`src/rtl/asp_mmio_csr_responder_if.sv`:
```
// 64-bit Avalon-MM MMIO bundle between the platform shim and the AFU CSR responder.
interface asp_mmio_csr_responder_if #(
    parameter int ADDR_WIDTH = 16
);
    logic [ADDR_WIDTH-1:0] address;
    logic                  read;
    logic                  write;
    logic [63:0]           writedata;
    logic [7:0]            byteenable;
    logic                  waitrequest;
    logic [63:0]           readdata;
    logic                  readdatavalid;

    modport master (
        output address, read, write, writedata, byteenable,
        input  waitrequest, readdata, readdatavalid
    );

    modport slave (
        input  address, read, write, writedata, byteenable,
        output waitrequest, readdata, readdatavalid
    );
endinterface

```
`src/rtl/asp_mmio_csr_responder.sv`:
```
// MMIO CSR responder: DFH/GUID header, scratch, timestamp and status words,
// fixed-latency in-order read returns throttled by an outstanding-read credit.
module asp_mmio_csr_responder #(
    parameter int          ADDR_WIDTH      = 16,
    parameter logic [63:0] DFH_VALUE       = 64'h0,
    parameter logic [63:0] GUID_L          = 64'h0,
    parameter logic [63:0] GUID_H          = 64'h0,
    parameter int          NUM_SCRATCH     = 4,
    parameter int          READ_LATENCY    = 2,
    parameter int          MAX_OUTSTANDING = 2
) (
    input  logic                     pClk,
    input  logic                     pClk_reset,
    asp_mmio_csr_responder_if.slave  mmio
);
    localparam int SCR_LO = 3;
    localparam logic [ADDR_WIDTH-1:0] A_DFH = ADDR_WIDTH'(0);
    localparam logic [ADDR_WIDTH-1:0] A_GL  = ADDR_WIDTH'(1);
    localparam logic [ADDR_WIDTH-1:0] A_GH  = ADDR_WIDTH'(2);
    localparam logic [ADDR_WIDTH-1:0] A_TS  = ADDR_WIDTH'(16'h10);
    localparam logic [ADDR_WIDTH-1:0] A_ST  = ADDR_WIDTH'(16'h11);

    logic [63:0] scratch_q [NUM_SCRATCH];
    logic [63:0] scratch_d [NUM_SCRATCH];
    logic [63:0] ts_q, ts_d;
    logic [1:0]  st_q, st_d;
    logic [3:0]  cnt_q, cnt_d;
    logic [READ_LATENCY-1:0] vld_q, vld_d;
    logic [63:0] dat_q [READ_LATENCY];
    logic [63:0] dat_d [READ_LATENCY];

    logic        rdv;
    logic        wait_o;
    logic        acc;
    logic        acc_rd;
    logic        acc_wr;
    logic        mapped;
    logic [63:0] rd_val;
    logic [3:0]  cnt_eff;

    // A response leaving this cycle already returns its credit.
    assign rdv     = vld_q[READ_LATENCY-1];
    assign cnt_eff = cnt_q - {3'b0, rdv};
    assign wait_o  = pClk_reset || (cnt_eff == 4'(MAX_OUTSTANDING));

    assign mmio.waitrequest   = wait_o;
    assign mmio.readdatavalid = rdv;
    assign mmio.readdata      = dat_q[READ_LATENCY-1];

    always_comb begin
        rd_val = '0;
        mapped = 1'b1;
        case (mmio.address)
            A_DFH:   rd_val = DFH_VALUE;
            A_GL:    rd_val = GUID_L;
            A_GH:    rd_val = GUID_H;
            A_TS:    rd_val = ts_q;
            A_ST:    rd_val = {52'h0, cnt_q, 6'h0, st_q};
            default: begin
                mapped = 1'b0;
                for (int i = 0; i < NUM_SCRATCH; i++) begin
                    if (mmio.address == ADDR_WIDTH'(SCR_LO + i)) begin
                        mapped = 1'b1;
                        rd_val = scratch_q[i];
                    end
                end
            end
        endcase
    end

    always_comb begin
        acc    = (mmio.read || mmio.write) && !wait_o;
        acc_wr = acc && mmio.write;
        acc_rd = acc && mmio.read && !mmio.write;

        ts_d = ts_q + 64'd1;

        st_d = st_q;
        if (acc_wr && mmio.address == A_ST && mmio.byteenable[0]) begin
            st_d = st_q & ~mmio.writedata[1:0];
        end
        if (acc && mmio.read && mmio.write) begin
            st_d[0] = 1'b1;
        end
        if (acc && !mapped) begin
            st_d[1] = 1'b1;
        end

        scratch_d = scratch_q;
        for (int i = 0; i < NUM_SCRATCH; i++) begin
            if (acc_wr && mmio.address == ADDR_WIDTH'(SCR_LO + i)) begin
                for (int b = 0; b < 8; b++) begin
                    if (mmio.byteenable[b]) begin
                        scratch_d[i][8*b +: 8] = mmio.writedata[8*b +: 8];
                    end
                end
            end
        end

        cnt_d = cnt_q + {3'b0, acc_rd} - {3'b0, rdv};

        vld_d[0] = acc_rd;
        dat_d[0] = acc_rd ? rd_val : 64'h0;
        for (int i = 1; i < READ_LATENCY; i++) begin
            vld_d[i] = vld_q[i-1];
            dat_d[i] = dat_q[i-1];
        end
    end

    always_ff @(posedge pClk) begin
        if (pClk_reset) begin
            ts_q  <= '0;
            st_q  <= '0;
            cnt_q <= '0;
            vld_q <= '0;
            for (int i = 0; i < NUM_SCRATCH; i++) begin
                scratch_q[i] <= '0;
            end
            for (int i = 0; i < READ_LATENCY; i++) begin
                dat_q[i] <= '0;
            end
        end else begin
            ts_q  <= ts_d;
            st_q  <= st_d;
            cnt_q <= cnt_d;
            vld_q <= vld_d;
            for (int i = 0; i < NUM_SCRATCH; i++) begin
                scratch_q[i] <= scratch_d[i];
            end
            for (int i = 0; i < READ_LATENCY; i++) begin
                dat_q[i] <= dat_d[i];
            end
        end
    end
endmodule

```
`src/flat_wrapper.sv`:
```
// flat-port wrapper written by rule: the top's interface ports become plain ports
module asp_mmio_csr_responder_flat 
#(
    parameter int          ADDR_WIDTH      = 16,
    parameter logic [63:0] DFH_VALUE       = 64'h0,
    parameter logic [63:0] GUID_L          = 64'h0,
    parameter logic [63:0] GUID_H          = 64'h0,
    parameter int          NUM_SCRATCH     = 4,
    parameter int          READ_LATENCY    = 2,
    parameter int          MAX_OUTSTANDING = 2
)
  (pClk, pClk_reset, mmio_address, mmio_read, mmio_write, mmio_writedata, mmio_byteenable, mmio_waitrequest, mmio_readdata, mmio_readdatavalid);
  asp_mmio_csr_responder_if #(.ADDR_WIDTH(ADDR_WIDTH)) mmio_i ();
  input  logic pClk;
  input  logic pClk_reset;
  input wire logic [$bits(mmio_i.address)-1:0] mmio_address;
  input wire logic [$bits(mmio_i.read)-1:0] mmio_read;
  input wire logic [$bits(mmio_i.write)-1:0] mmio_write;
  input wire logic [$bits(mmio_i.writedata)-1:0] mmio_writedata;
  input wire logic [$bits(mmio_i.byteenable)-1:0] mmio_byteenable;
  output wire logic [$bits(mmio_i.waitrequest)-1:0] mmio_waitrequest;
  output wire logic [$bits(mmio_i.readdata)-1:0] mmio_readdata;
  output wire logic [$bits(mmio_i.readdatavalid)-1:0] mmio_readdatavalid;
  assign mmio_i.address = mmio_address;
  assign mmio_i.read = mmio_read;
  assign mmio_i.write = mmio_write;
  assign mmio_i.writedata = mmio_writedata;
  assign mmio_i.byteenable = mmio_byteenable;
  assign mmio_waitrequest = mmio_i.waitrequest;
  assign mmio_readdata = mmio_i.readdata;
  assign mmio_readdatavalid = mmio_i.readdatavalid;
  asp_mmio_csr_responder #(.ADDR_WIDTH(ADDR_WIDTH), .DFH_VALUE(DFH_VALUE), .GUID_L(GUID_L), .GUID_H(GUID_H), .NUM_SCRATCH(NUM_SCRATCH), .READ_LATENCY(READ_LATENCY), .MAX_OUTSTANDING(MAX_OUTSTANDING)) u_core (.pClk(pClk), .pClk_reset(pClk_reset), .mmio(mmio_i));
endmodule
```
`config.mk`:
```
export PLATFORM = sky130hd
export DESIGN_NAME = asp_mmio_csr_responder_flat
export DESIGN_NICKNAME = d
export VERILOG_FILES = /design/src/rtl/asp_mmio_csr_responder_if.sv /design/src/rtl/asp_mmio_csr_responder.sv /design/src/flat_wrapper.sv
export SDC_FILE = /design/constraint.sdc
export NUM_CORES = 1
export LEC_CHECK = 0
export CELL_PAD_IN_SITES_DETAIL_PLACEMENT = 0
export CELL_PAD_IN_SITES_GLOBAL_PLACEMENT = 1
export CORE_ASPECT_RATIO = 0.9
export CORE_MARGIN = 2
export CORE_UTILIZATION = 28
export CTS_CLUSTER_SIZE = 14
export DETAILED_ROUTE_END_ITERATION = 8
export GPL_TIMING_DRIVEN = 0
export PLACE_DENSITY = 0.55
export SLEW_MARGIN = 10
export SYNTH_ARGS = -nofsm -noshare
export SYNTH_HDL_FRONTEND = slang
export SYNTH_SLANG_ARGS = --single-unit
```
`constraint.sdc`:
```
create_clock -name pClk -period 4.86 [get_ports pClk]
set_input_delay 0.972 -clock pClk [delete_from_list [all_inputs] [get_ports pClk]]
set_output_delay 0.972 -clock pClk [all_outputs]
set_load 0.01 [all_outputs]
```
# Yosys cells after proc, flatten, opt, wreduce, memory -nomap -nowiden
# Memories as Yosys holds them, arrays and structs flattened.
# Index checks and enable logic that the tools add are counted.
[op_classes]
reduce_logical = 54
magnitude_cmp = 0
multipliers = 0
shift = 0
n_eq_ne = 9
n_bitwise = 4
add_sub_neg = 4
div = 0
muxes = 19
[op_table]
columns = ["cell", "n"]
rows = [
  ["$mux 64", 7],
  ["$pmux 64 s3", 1],
  ["$add 64x1->64 const B", 1],
  ["$reduce_and 2->1", 32],
  ["$eq 16x3->1 const B", 3],
  ["$eq 16x2->1 const B", 2],
  ["$eq 16x5->1 const B", 2],
  ["$eq 16x1->1 const B", 1],
  ["$logic_not 16->1", 1],
  ["$logic_and 1x1->1", 12],
  ["$mux 1", 10],
  ["$sub 4x1->4", 2],
  ["$reduce_or 5->1", 1],
  ["$add 4x1->4", 1],
  ["$eq 4x2->1 const B", 1],
  ["$reduce_bool 2->1", 2],
  ["$logic_not 1->1", 3],
  ["$reduce_or 3->1", 1],
  ["$and 2x2->2", 1],
  ["$logic_or 1x1->1", 2],
  ["$mux 2", 1],
  ["$not 2->2", 1],
  ["$or 1x1->1", 2],
]
[totals]
rom_bits = 0
out_inout_bits = 66
reg_bits = 328
latch_bits = 0
input_bits = 92
mem_count = 1
elab_cells = 128
ramBits = 128
[memory_table]
columns = ["memory", "words", "width", "rd", "rd_clocked_by_memory_dff", "wr", "line", "source"]
rows = [
  ["u_core.dat_q", 2, 64, 2, 0, 2, "asp_mmio_csr_responder.sv:29", "logic [63:0] dat_q [READ_LATENCY];"],
]

# Longest topological paths before layout
# Gate-level depths: netlist of run 1.
[logic_depth]
ltp_word = 10
ltp_mapped = 15
mapped_depth_nobuf = 13

# Worst setup path after synthesis of run 1
# OpenSTA, ideal clock, no wires.
[synth_timing]
kind = "register to register"
start = "register u_core.vld_q[1]"
end = "register u_core.cnt_q[2]"
synth_period_minus_slack_ns = 3.149
required_time_ns = 4.732
setup_time_ns = 0.128
t_arrival_ns = 3.021
stages_incl_launch_ff = 13
n_path_buf = 2
slack_ns = 1.711
cell_sequence = "dfxtp_1 > ha_1 > inv_1 > ha_1 > nand2_1 > o41ai_1 > clkbuf_1 > clkbuf_1 > nor2_1 > ha_1 > fa_1 > xor2_1 > nor2_1"
[synth_between]
elab_chain_len = 9
[synth_lines]
columns = ["item", "line", "source"]
rows = [
  ["from (decl)", "asp_mmio_csr_responder.sv:28", "logic [READ_LATENCY-1:0] vld_q, vld_d;"],
  ["from (signal assigned)", "asp_mmio_csr_responder.sv:126", "vld_q <= vld_d;"],
  ["$sub 4x1->4", "asp_mmio_csr_responder.sv:43", "assign cnt_eff = cnt_q - {3'b0, rdv};"],
  ["$eq 4x2->1", "asp_mmio_csr_responder.sv:44", "assign wait_o = pClk_reset || (cnt_eff == 4'(MAX_OUTSTANDING));"],
  ["$logic_or 1x1->1", "asp_mmio_csr_responder.sv:44", ""],
  ["via mmio_waitrequest", "flat_wrapper.sv:21", "output wire logic [$bits(mmio_i.waitrequest)-1:0] mmio_waitrequest;"],
  ["$logic_not 1->1", "asp_mmio_csr_responder.sv:72", "acc = (mmio.read || mmio.write) && !wait_o;"],
  ["$logic_and 1x1->1", "asp_mmio_csr_responder.sv:72", ""],
  ["$logic_and 1x1->1 (2 in series)", "asp_mmio_csr_responder.sv:74", "acc_rd = acc && mmio.read && !mmio.write;"],
  ["via u_core.acc_rd", "asp_mmio_csr_responder.sv:35", "logic acc_rd;"],
  ["$add 4x1->4", "asp_mmio_csr_responder.sv:100", "cnt_d = cnt_q + {3'b0, acc_rd} - {3'b0, rdv};"],
  ["$sub 4x1->4", "asp_mmio_csr_responder.sv:100", ""],
  ["to (signal assigned)", "asp_mmio_csr_responder.sv:125", "cnt_q <= cnt_d;"],
  ["to (decl)", "asp_mmio_csr_responder.sv:27", "logic [3:0] cnt_q, cnt_d;"],
]
# The timed path passes the listed nets, and every way through them passes these cells.
# A chain may end at the register's enable or synchronous reset.

# Worst setup path after layout of run 1
[layout_timing]
start = "register u_core.vld_q[1]"
end = "output port mmio_waitrequest"
[layout_between]
elab_chain_len = 3
[layout_lines]
columns = ["item", "line"]
rows = [
  ["$sub 4x1->4", "asp_mmio_csr_responder.sv:43"],
  ["$eq 4x2->1", "asp_mmio_csr_responder.sv:44"],
  ["$logic_or 1x1->1", "asp_mmio_csr_responder.sv:44"],
  ["to (decl)", "flat_wrapper.sv:21"],
]
# Every way passes these cells.

==> results of run 1 <==
cell usage after synthesis, drive strengths merged, types with 18 or more instances:
library cell  instances
clkbuf              105
or3                  26
nor2b                68
buf                  18
a21oi                96
nand3                32
nand4                21
nor4                 23
mux2i               318
xnor2                30
or4                  19
nor3                 37
o21ai               148
nand2                47
dfxtp               456
o2bb2ai              58
nor2                304
through the flow:
stage               worst slack (ns)  instance area [µm²]  util [%]
floorplan                      1.711                18200         -
global placement            -0.09933                20840     32.46
detailed placement           -0.1323                20840     32.46
CTS                          0.07430                22670     35.31
global route                 0.08068                22680     35.33
finish                        0.2255                22680     35.33
report_power, final:
group	internal [µW]	total, µW	switching [µW]
clock	2580	4170	1590
combinational	133	386	253
sequential	3750	3760	12.8
worst min-delay path by stage:
stage	startpoint	end	cells after the start
4_1_cts	u_core.dat_q[0][31]	u_core.dat_q[0][95]	1
3_3_place_gp	u_core.dat_q[0][12]	u_core.dat_q[0][76]	1
6_report	u_core.dat_q[0][31]	u_core.dat_q[0][95]	1
2_1_floorplan	u_core.dat_q[0][36]	u_core.dat_q[0][100]	1
5_1_grt	u_core.dat_q[0][4]	u_core.dat_q[0][68]	1
3_5_place_dp	u_core.dat_q[0][31]	u_core.dat_q[0][95]	1
state kept, by name, indices dropped and copies added (netlist names):
name              cells
u_core.scratch_q    256
u_core.dat_q        128
u_core.ts_q          64
u_core.cnt_q          4
u_core.st_q           2
u_core.vld_q          2
per-layer routing:
metal	vias to the layer above	wire (µm)	share of wire (%)
met1	7016	30170	49
met3	83	2759	4.5
met2	341	27290	44
met5	-	0	0
met4	0	1391	2.3
li1	6961	-	-
what timing repair did:
item,in CTS,in global routing
resized for setup,3,2
endpoints found under the setup margin,1,1
hold buffers,0,0
pin swaps,0,0
cloned,0,0
cell families after synthesis:
| group | after synthesis | share of synthesized area, % |
|---|---|---|
| AND/OR/NAND/NOR | 591 | 16.45 |
| flip-flops | 456 | 50.17 |
| multiplexers | 318 | 17.49 |
| AO/OA/AOI/OAI | 317 | 10.11 |
| buffers and inverters | 139 | 3.073 |
| XOR/XNOR | 44 | 2.118 |
| adder cells (fa/ha/maj) | 8 | 0.5913 |
worst max-delay path: cells and delay by family (launching register included):
family	cells	cell delay (ns)
flops	1	0.43
buf+inv	4	1.49
compound gates	1	0.50
fa+ha+maj	2	0.54
simple gates	1	0.11
cell type report:
type / instances / area, µm²
fillers: 6542 / 41510
repair buffers: 157 / 1572
clock inverters: 21 / 311.5
inverters: 16 / 60.06
multi-input cells: 1278 / 8528
flip-flops and latches: 456 / 9129
clock buffers: 72 / 1508
plain buffers: 123 / 501.7
well taps: 855 / 1070
placed cells by master, fill, tap and decap left out, drive strengths merged, types with 5 or more instances in the layout:
cell type / instances
a21oi: 96
and4: 5
buf: 19
bufinv: 8
clkbuf: 176
clkdlybuf4s50: 157
clkinv: 12
dfxtp: 456
ha: 7
inv: 16
mux2i: 318
nand2: 47
nand3: 32
nand4: 21
nor2: 304
nor2b: 68
nor3: 37
nor4: 23
o21ai: 148
o22ai: 6
o2bb2ai: 58
or3: 26
or4: 19
xnor2: 30
xor2: 14
==> results.yml, run 1 <==
sta:
  whs_ns: 0.4348
  max_slew_margin_pct: 13.97
  final.setup.tns_ns: 0
  drv_slew: 0
  final-setup-viol-count: 0
  fin_crit_ns: 4.634
  timing.fmax_mhz: 215.8
  period_share_pct: 95.36
  tightest_slew_ns: 1.290
  finalHoldViolCount: 0
  clock_skew_ns: 0.01262
  rsz0062_at_grt: "no"
cts:
  cts_sinks: 456
  postCtsSetupRepairBufs: 0
  clock_path_buffers: 3
  clock_latency_ns: 0.60
  cts_buffers: 51
  cts_tree: "done"
  htree_levels: 2
  path_clk_slew_ns: 0.06
  root_buffer: "clkbuf_16"
routing:
  drtIter0Drc: 894
  viasPerCell: 4.836
  route.detailed.drc: 0
  antenna_left: 0
  totalWireLength_um: 61610
  firstDrtPassIters: 5
  routedWlPerCell_um: 20.69
  vias: 14400
critical_path:
  crit_start: "u_core.vld_q[1]"
  rrSetupSlack_ns: 0.98
  r2r-start: "u_core.vld_q[1]"
  worst_path_max_delay_cell: "clkdlybuf4s50_1"
  worst_setup_path_end_kind: "output pin"
  critical_path_class: "register to output pin"
  crit_path_start_kind: "register"
  crit_path_max_fanout: 10
  crit_required_ns: 3.89
  crit_end: "mmio_waitrequest"
  path_cells: "ha_1, inv_1, ha_1, nand2_1, o41ai_4, clkbuf_2, buf_2, clkdlybuf4s50_1"
  cpPeakStageDelay_ns: 0.61
  crit_top_cell: "ha_1"
  rr_endpoint: "u_core.dat_q[0][44]"
  ff2ff_path_depth: 11
  crit_arrival_ns: 3.66
pwr:
  peakVddDrop_uv: 200.5
  power_uw: 8316
  p_per_area_nw_per_um2: 366.7
  p_leak_uw: 0.007840
yosys:
  synth_edf_count: 0
  postSynthNetCount: 1973
  synth_top_area_share_pct: 50.17
  synthDistinctLibCells: 46
  synth.ff_latch_count: 456
  async_reset_ff_share_pct: 0
  synth_area_leaders: "dfxtp_1 50%, mux2i_1 17%, nor2_1 6.3%, o21ai_0 4.1%, o2bb2ai_1 2.8%"
  syn_inst: 1873
  synth-main-ff-cell: "dfxtp_1"
  postSynthAreaPerCell_um2: 9.716
  yosys.area.top_type: "dfxtp_1"
  synth_area_um2: 18200
  synth-seq-area-share_pct: 50.17
  synth_warnings: 0
global_routing:
  grt_pass1_vias: 14330
  grt_use_total_pct: 18.22
  gr-total-overflow: 0
  grtUsageMet3_pct: 2.519
  grt_pass1_wl_um: 92030
  grt_start_max_net_pins: 15
  gr-usage-met2_pct: 28.87
  grt_use_met1_pct: 25.64
  antenna_found_initial: 0
  grt.busiest_layer: "met2"
run:
  cap_violations: 0
placement:
  port-buffer-count: 157
  place_congestion: 0.7882
  dp_cells: 2885
  hpwl_um: 43050
cells_and_area:
  diodes: 0
  area_growth_pct: 24.63
  drive_gt1_share_pct: 6.406
  instances_no_fill: 2978
  nets: 2183
hold_path:
  worstHoldPathType: "register to register"
floorplan:
  row_count: 88
  dieWidth_um: 272.7
  io_pins: 158
  core_um2: 64190
  die_area_um2: 67050
  die_h_um: 245.9
  initial_core_util_pct: 28.35
status:
  status: "complete, no violations"
Note: power is estimated with default switching activity, not from simulation.
==> inputs of run 2 (changes only) <==
--- a/config.mk
+++ b/config.mk
@@ -14,7 +14,7 @@
 export DETAILED_ROUTE_END_ITERATION = 8
 export GPL_TIMING_DRIVEN = 0
 export PLACE_DENSITY = 0.55
-export SLEW_MARGIN = 10
+export SLEW_MARGIN = 25
 export SYNTH_ARGS = -nofsm -noshare
 export SYNTH_HDL_FRONTEND = slang
 export SYNTH_SLANG_ARGS = --single-unit
==> run 2 against run 1 <==
Hold slack worse by 0.0033 ns. Critical path type unchanged. Sequential power hardly changed. Flip-flop and latch count is the same. Clock skew up 0.015 ns. Critical path depth unchanged. Clock power fell by 2%. Final area is essentially flat. Non-clock buffer count is the same.
==> results.yml, run 2 (same netlist as run 1, synthesis figures left out) <==
status:
  status: "complete, no violations"
cts:
  path_clk_slew_ns: 0.06
  root_buffer: "clkbuf_16"
  cts_buffers: 52
  cts_sinks: 456
  htree_levels: 2
  postCtsSetupRepairBufs: 0
  cts_tree: "done"
  clock_latency_ns: 0.61
  clock_path_buffers: 3
global_routing:
  grt_pass1_vias: 14460
  grt_pass1_wl_um: 92100
  grt_use_total_pct: 18.29
  antenna_found_initial: 0
  gr-total-overflow: 0
  grt_start_max_net_pins: 14
routing:
  routedWlPerCell_um: 20.65
  drtIter0Drc: 929
  antenna_left: 0
  totalWireLength_um: 61510
  firstDrtPassIters: 5
  vias: 14290
  viasPerCell: 4.798
  route.detailed.drc: 0
floorplan:
  die_area_um2: 67050
  initial_core_util_pct: 28.35
  core_um2: 64190
  dieWidth_um: 272.7
  io_pins: 158
  row_count: 88
  die_h_um: 245.9
pwr:
  p_per_area_nw_per_um2: 363.5
  clkPwrFrac_pct: 49.7
  p_sw_share_pct: 22.65
  internal-power_uw: 6378
  peakVddDrop_uv: 196.9
  p_switching_uw: 1868
  p_comb_share_pct: 4.7
  p_leak_uw: 0.007866
  seqPwrFrac_pct: 45.6
sta:
  max_slew_margin_pct: 26.78
  fin_crit_ns: 4.701
  tightest_slew_ns: 1.098
  timing.fmax_mhz: 212.7
  final.setup.tns_ns: 0
  period_share_pct: 96.74
  finalHoldViolCount: 0
  rsz0062_at_grt: "no"
  drv_slew: 0
  final-setup-viol-count: 0
  clock_skew_ns: 0.02730
cells_and_area:
  layout_common_cells: "456 x dfxtp_1, 318 x mux2i_1, 304 x nor2_1, 157 x clkdlybuf4s50_1, 148 x o21ai_0"
  diodes: 0
  largest_register_ffs: 256
  multiInputGateArea_um2: 8553
  layout_commonest_cell: "dfxtp_1"
  nets: 2184
  largestRegisters: "u_core.scratch_q (256), u_core.dat_q (128), u_core.ts_q (64)"
  final_util_pct: 35.33
  drive_gt1_share_pct: 6.591
  n_fill_cell: 6518
  top_register: "u_core.scratch_q"
  instances_no_fill: 2979
  register_area_um2: 9129
  area_growth_pct: 24.64
  design_area_um2: 22680
critical_path:
  ff2ff_path_depth: 11
  rrSetupSlack_ns: 1.04
  crit_path_max_fanout: 10
  crit_family: "buffers and inverters"
  crit_top_cell: "ha_1"
  crit_required_ns: 3.89
  crit_start: "u_core.vld_q[1]"
  r2r-start: "u_core.vld_q[1]"
  worst_setup_path_end_kind: "output pin"
  crit_arrival_ns: 3.73
  path_cells: "ha_1, inv_1, ha_1, nand2_1, o41ai_2, clkbuf_2, clkbuf_4, clkdlybuf4s50_1"
  worst_path_max_delay_cell: "o41ai_2"
  cp.depth: 8
  rr_endpoint: "u_core.dat_q[0][44]"
  cp_num_buf_inv: 4
  crit_path_start_kind: "register"
  crit_end: "mmio_waitrequest"
  cpPeakStageDelay_ns: 0.61
  critical_path_class: "register to output pin"
hold_path:
  worstHoldPathType: "register to register"
placement:
  hpwl_um: 43020
  place_congestion: 0.7882
  port-buffer-count: 157
  placed_cell_area_um2: 20860
  dp_cells: 2885
run:
  cap_violations: 0
==> run 2: changes by cell type in the layout (fill, tap and decap cells not counted), sizes merged <==
cell / change
buf: -1
clkinv: -4
clkinvlp: +1
clkbuf: +8
bufinv: -3
==> run 2: worst min path at each step <==
stage                              startpoint                    to  slack, ns  cells past startpoint
final                     u_core.dat_q[0][21]   u_core.dat_q[0][85]       0.43                      1
after global routing       u_core.dat_q[0][3]   u_core.dat_q[0][67]       0.45                      1
after CTS                  u_core.dat_q[0][2]   u_core.dat_q[0][66]       0.43                      1
after detailed placement   u_core.dat_q[0][2]   u_core.dat_q[0][66]       0.42                      1
after global placement    u_core.dat_q[0][12]   u_core.dat_q[0][76]       0.42                      1
after floorplan           u_core.dat_q[0][36]  u_core.dat_q[0][100]       0.41                      1
==> run 2: metal layers <==
layer	share of wire, %	vias to the layer above	GRT usage [%]	routed length, µm
met5	0	-	0	0
met4	2.0	0	4.864	1241
met3	5.3	77	3.232	3270
met2	44	340	29.02	27310
met1	48	6901	25.44	29690
li1	-	6976	-	-
==> run 2: what timing repair did <==
item / in CTS / in global routing
setup endpoints to repair: 1 / 1
hold buffers: 0 / 0
gates resized for setup: 3 / 2
==> run 2: layout make-up <==
cell class,instances,share of cell area [%]
clock inverter,15,0.9047
buffer,123,2.245
timing repair buffer,157,6.929
tap,855,4.716
clock buffer,79,6.984
inverter,16,0.2648
sequential,456,40.25
multi-input combinational,1278,37.71
==> run 2: metrics by stage <==
stage | setup slack (ns) | power [µW] | hold slack [ns]
after floorplan | 1.711 | 3997 | 0.4138
after global placement | -0.09933 | 4225 | 0.4232
after detailed placement | -0.1602 | 4228 | 0.4204
after CTS | 0.06568 | 8360 | 0.4338
after global routing | 0.08235 | 8541 | 0.4512
final | 0.1586 | 8246 | 0.4315
==> run 2: worst reg2reg max path, delay by kind of cell, from the launching register on <==
family	cells	cell delay (ns)
buf+inv	4	1.13
flops	1	0.44
simple gates	3	1.23
fa+ha+maj	2	0.55
compound gates	2	0.35
==> run 2: power groups by stage <==
stage | Clock (µW) | Combinational (µW) | Sequential [µW]
6_report | 4100 | 384 | 3760
3_3_place_gp | 0 | 382 | 3840
5_1_grt | 4370 | 413 | 3760
4_1_cts | 4210 | 388 | 3760
2_1_floorplan | 0 | 158 | 3840
3_5_place_dp | 0 | 384 | 3840
==> inputs of run 3 (changes only) <==
--- a/config.mk
+++ b/config.mk
@@ -12,7 +12,7 @@
 export CORE_UTILIZATION = 28
 export CTS_CLUSTER_SIZE = 14
 export DETAILED_ROUTE_END_ITERATION = 8
-export GPL_TIMING_DRIVEN = 0
+export GPL_TIMING_DRIVEN = 1
 export PLACE_DENSITY = 0.55
 export SLEW_MARGIN = 25
 export SYNTH_ARGS = -nofsm -noshare
==> run 3 against run 2 <==
Total power is 0.60% lower. Global-route usage down 2.8 points. Critical path depth is 1 lower. Final area shrank 0.95%. Die area unchanged. Worst setup slack improved by 0.69 ns. Flip-flop and latch count unchanged. Non-clock buffer count fell by 92. Clock power about the same. Maximum frequency rose by 17%.
==> results.yml, run 3 (same netlist as run 1, synthesis figures left out) <==
status:
  status: "complete, no violations"
cells_and_area:
  layout_common_cells: "456 x dfxtp_1, 318 x mux2i_1, 303 x nor2_1, 155 x clkdlybuf4s50_1, 148 x o21ai_0"
  nets: 2092
  top_register: "u_core.scratch_q"
  area_growth_pct: 23.45
  layout_commonest_cell: "dfxtp_1"
  diodes: 0
  drive_gt1_share_pct: 7.817
  largest_register_ffs: 256
  largestRegisters: "u_core.scratch_q (256), u_core.dat_q (128), u_core.ts_q (64)"
pwr:
  peakVddDrop_uv: 231.9
  p_per_area_nw_per_um2: 364.8
  power_uw: 8196
  p_leak_uw: 0.007818
critical_path:
  cp_num_buf_inv: 3
  r2r-start: "u_core.cnt_q[0]"
  crit_path_max_fanout: 4
  rr_endpoint: "u_core.scratch_q[151]"
  ff2ff_path_depth: 11
  crit_path_start_kind: "register"
  worst_path_max_delay_cell: "o41ai_2"
  cpPeakStageDelay_ns: 0.74
  crit_arrival_ns: 3.04
  crit_family: "buffers and inverters"
  path_cells: "inv_1, ha_1, inv_1, ha_1, nand2_1, o41ai_2, clkdlybuf4s50_1"
  rrSetupSlack_ns: 1.13
  worst_setup_path_end_kind: "output pin"
  critical_path_class: "register to output pin"
  crit_required_ns: 3.89
cts:
  clock_latency_ns: 0.59
  htree_levels: 2
  cts_resized: 0
  cts_tree: "done"
  clock_path_buffers: 3
  postCtsSetupRepairBufs: 0
  cts_sinks: 456
  postCtsHoldBufs: 0
  path_clk_slew_ns: 0.06
  cts_buffers: 52
  root_buffer: "clkbuf_16"
floorplan:
  die_area_um2: 67050
  core_um2: 64190
  die_h_um: 245.9
  initial_core_util_pct: 28.35
  dieWidth_um: 272.7
  row_count: 88
  io_pins: 158
routing:
  antenna_left: 0
  viasPerCell: 4.785
  routedWlPerCell_um: 18.36
  drtIter0Drc: 813
  vias: 13820
  route.detailed.drc: 0
  firstDrtPassIters: 5
  totalWireLength_um: 53050
sta:
  final.setup.tns_ns: 0
  fin_crit_ns: 4.009
  drv_slew: 0
  final-setup-viol-count: 0
  clock_skew_ns: 0.01953
  tightest_slew_ns: 1.083
  finalHoldViolCount: 0
  period_share_pct: 82.49
  max_slew_margin_pct: 27.78
  rsz0062_at_grt: "no"
  timing.fmax_mhz: 249.4
run:
  cap_violations: 0
global_routing:
  grt_start_max_net_pins: 190
  antenna_found_initial: 2
  grt_pass1_vias: 13560
  grt_use_total_pct: 15.53
  gr-total-overflow: 0
  grt_pass1_wl_um: 81780
placement:
  place_congestion: 0.7325
  hpwl_um: 33010
  port-buffer-count: 157
hold_path:
  holdPathStages: 1
  min_from: "u_core.dat_q[0][8]"
  worst_hold_path.endpoint: "u_core.dat_q[0][72]"
  worstHoldPathType: "register to register"
[run 3: cell count changes in the layout (fill, tap and decap cells not counted), sizes merged]
cell / previous run / this run
clkbuf: 184 / 75
clkdlybuf4s50: 157 / 155
bufinv: 5 / 6
buf: 18 / 33
clkinv: 8 / 13
[run 3: per-layer routing]
layer	routed length, µm	vias to the layer above	track usage (%)
met5	0	-	0
met4	867	0	3.943
met3	2357	60	2.510
met2	23630	275	24.35
met1	26190	6693	22.06
li1	-	6795	-
[run 3: stage by stage]
stage / setup slack (ns) / std cells / hold slack, ns / utilization, % / cell area, µm²
floorplan: 1.711 / 1873 / 0.4138 / - / 18200
global placement: 1.032 / 2793 / 0.4216 / 32.19 / 20670
detailed placement: 0.9365 / 2793 / 0.4212 / 32.19 / 20670
CTS: 0.7558 / 2889 / 0.4354 / 35.00 / 22470
global route: 0.6420 / 2889 / 0.4631 / 35.00 / 22470
finish: 0.8510 / 2889 / 0.4372 / 35.00 / 22470
[run 3: how the worst max path moves through the flow]
stage / from / to / slack [ns] / cells past startpoint
after floorplan: u_core.vld_q[1] / u_core.cnt_q[2] / 1.71 / 12
after global placement: mmio_address[9] / u_core.dat_q[0][47] / 1.03 / 7
after detailed placement: mmio_address[9] / u_core.dat_q[0][26] / 0.94 / 7
after CTS: u_core.cnt_q[0] / mmio_waitrequest / 0.76 / 7
after global routing: u_core.cnt_q[0] / mmio_waitrequest / 0.64 / 7
final: u_core.cnt_q[0] / mmio_waitrequest / 0.85 / 7
[run 3: power by group]
part           switching [µW]  internal (µW)  leakage [µW]
clock network            1590           2510      0.000893
logic                     206            128       0.00325
registers                12.0           3750       0.00367
total                    1810           6380       0.00782
[run 3: area by class of cell]
class,count,area [µm²]
clock buffers,75,1539
clock inverters,21,260.3
fillers,6443,41730
inverters,16,60.06
multi-input cells,1278,8526
flip-flops and latches,456,9129
well taps,855,1070
repair buffers,188,1882
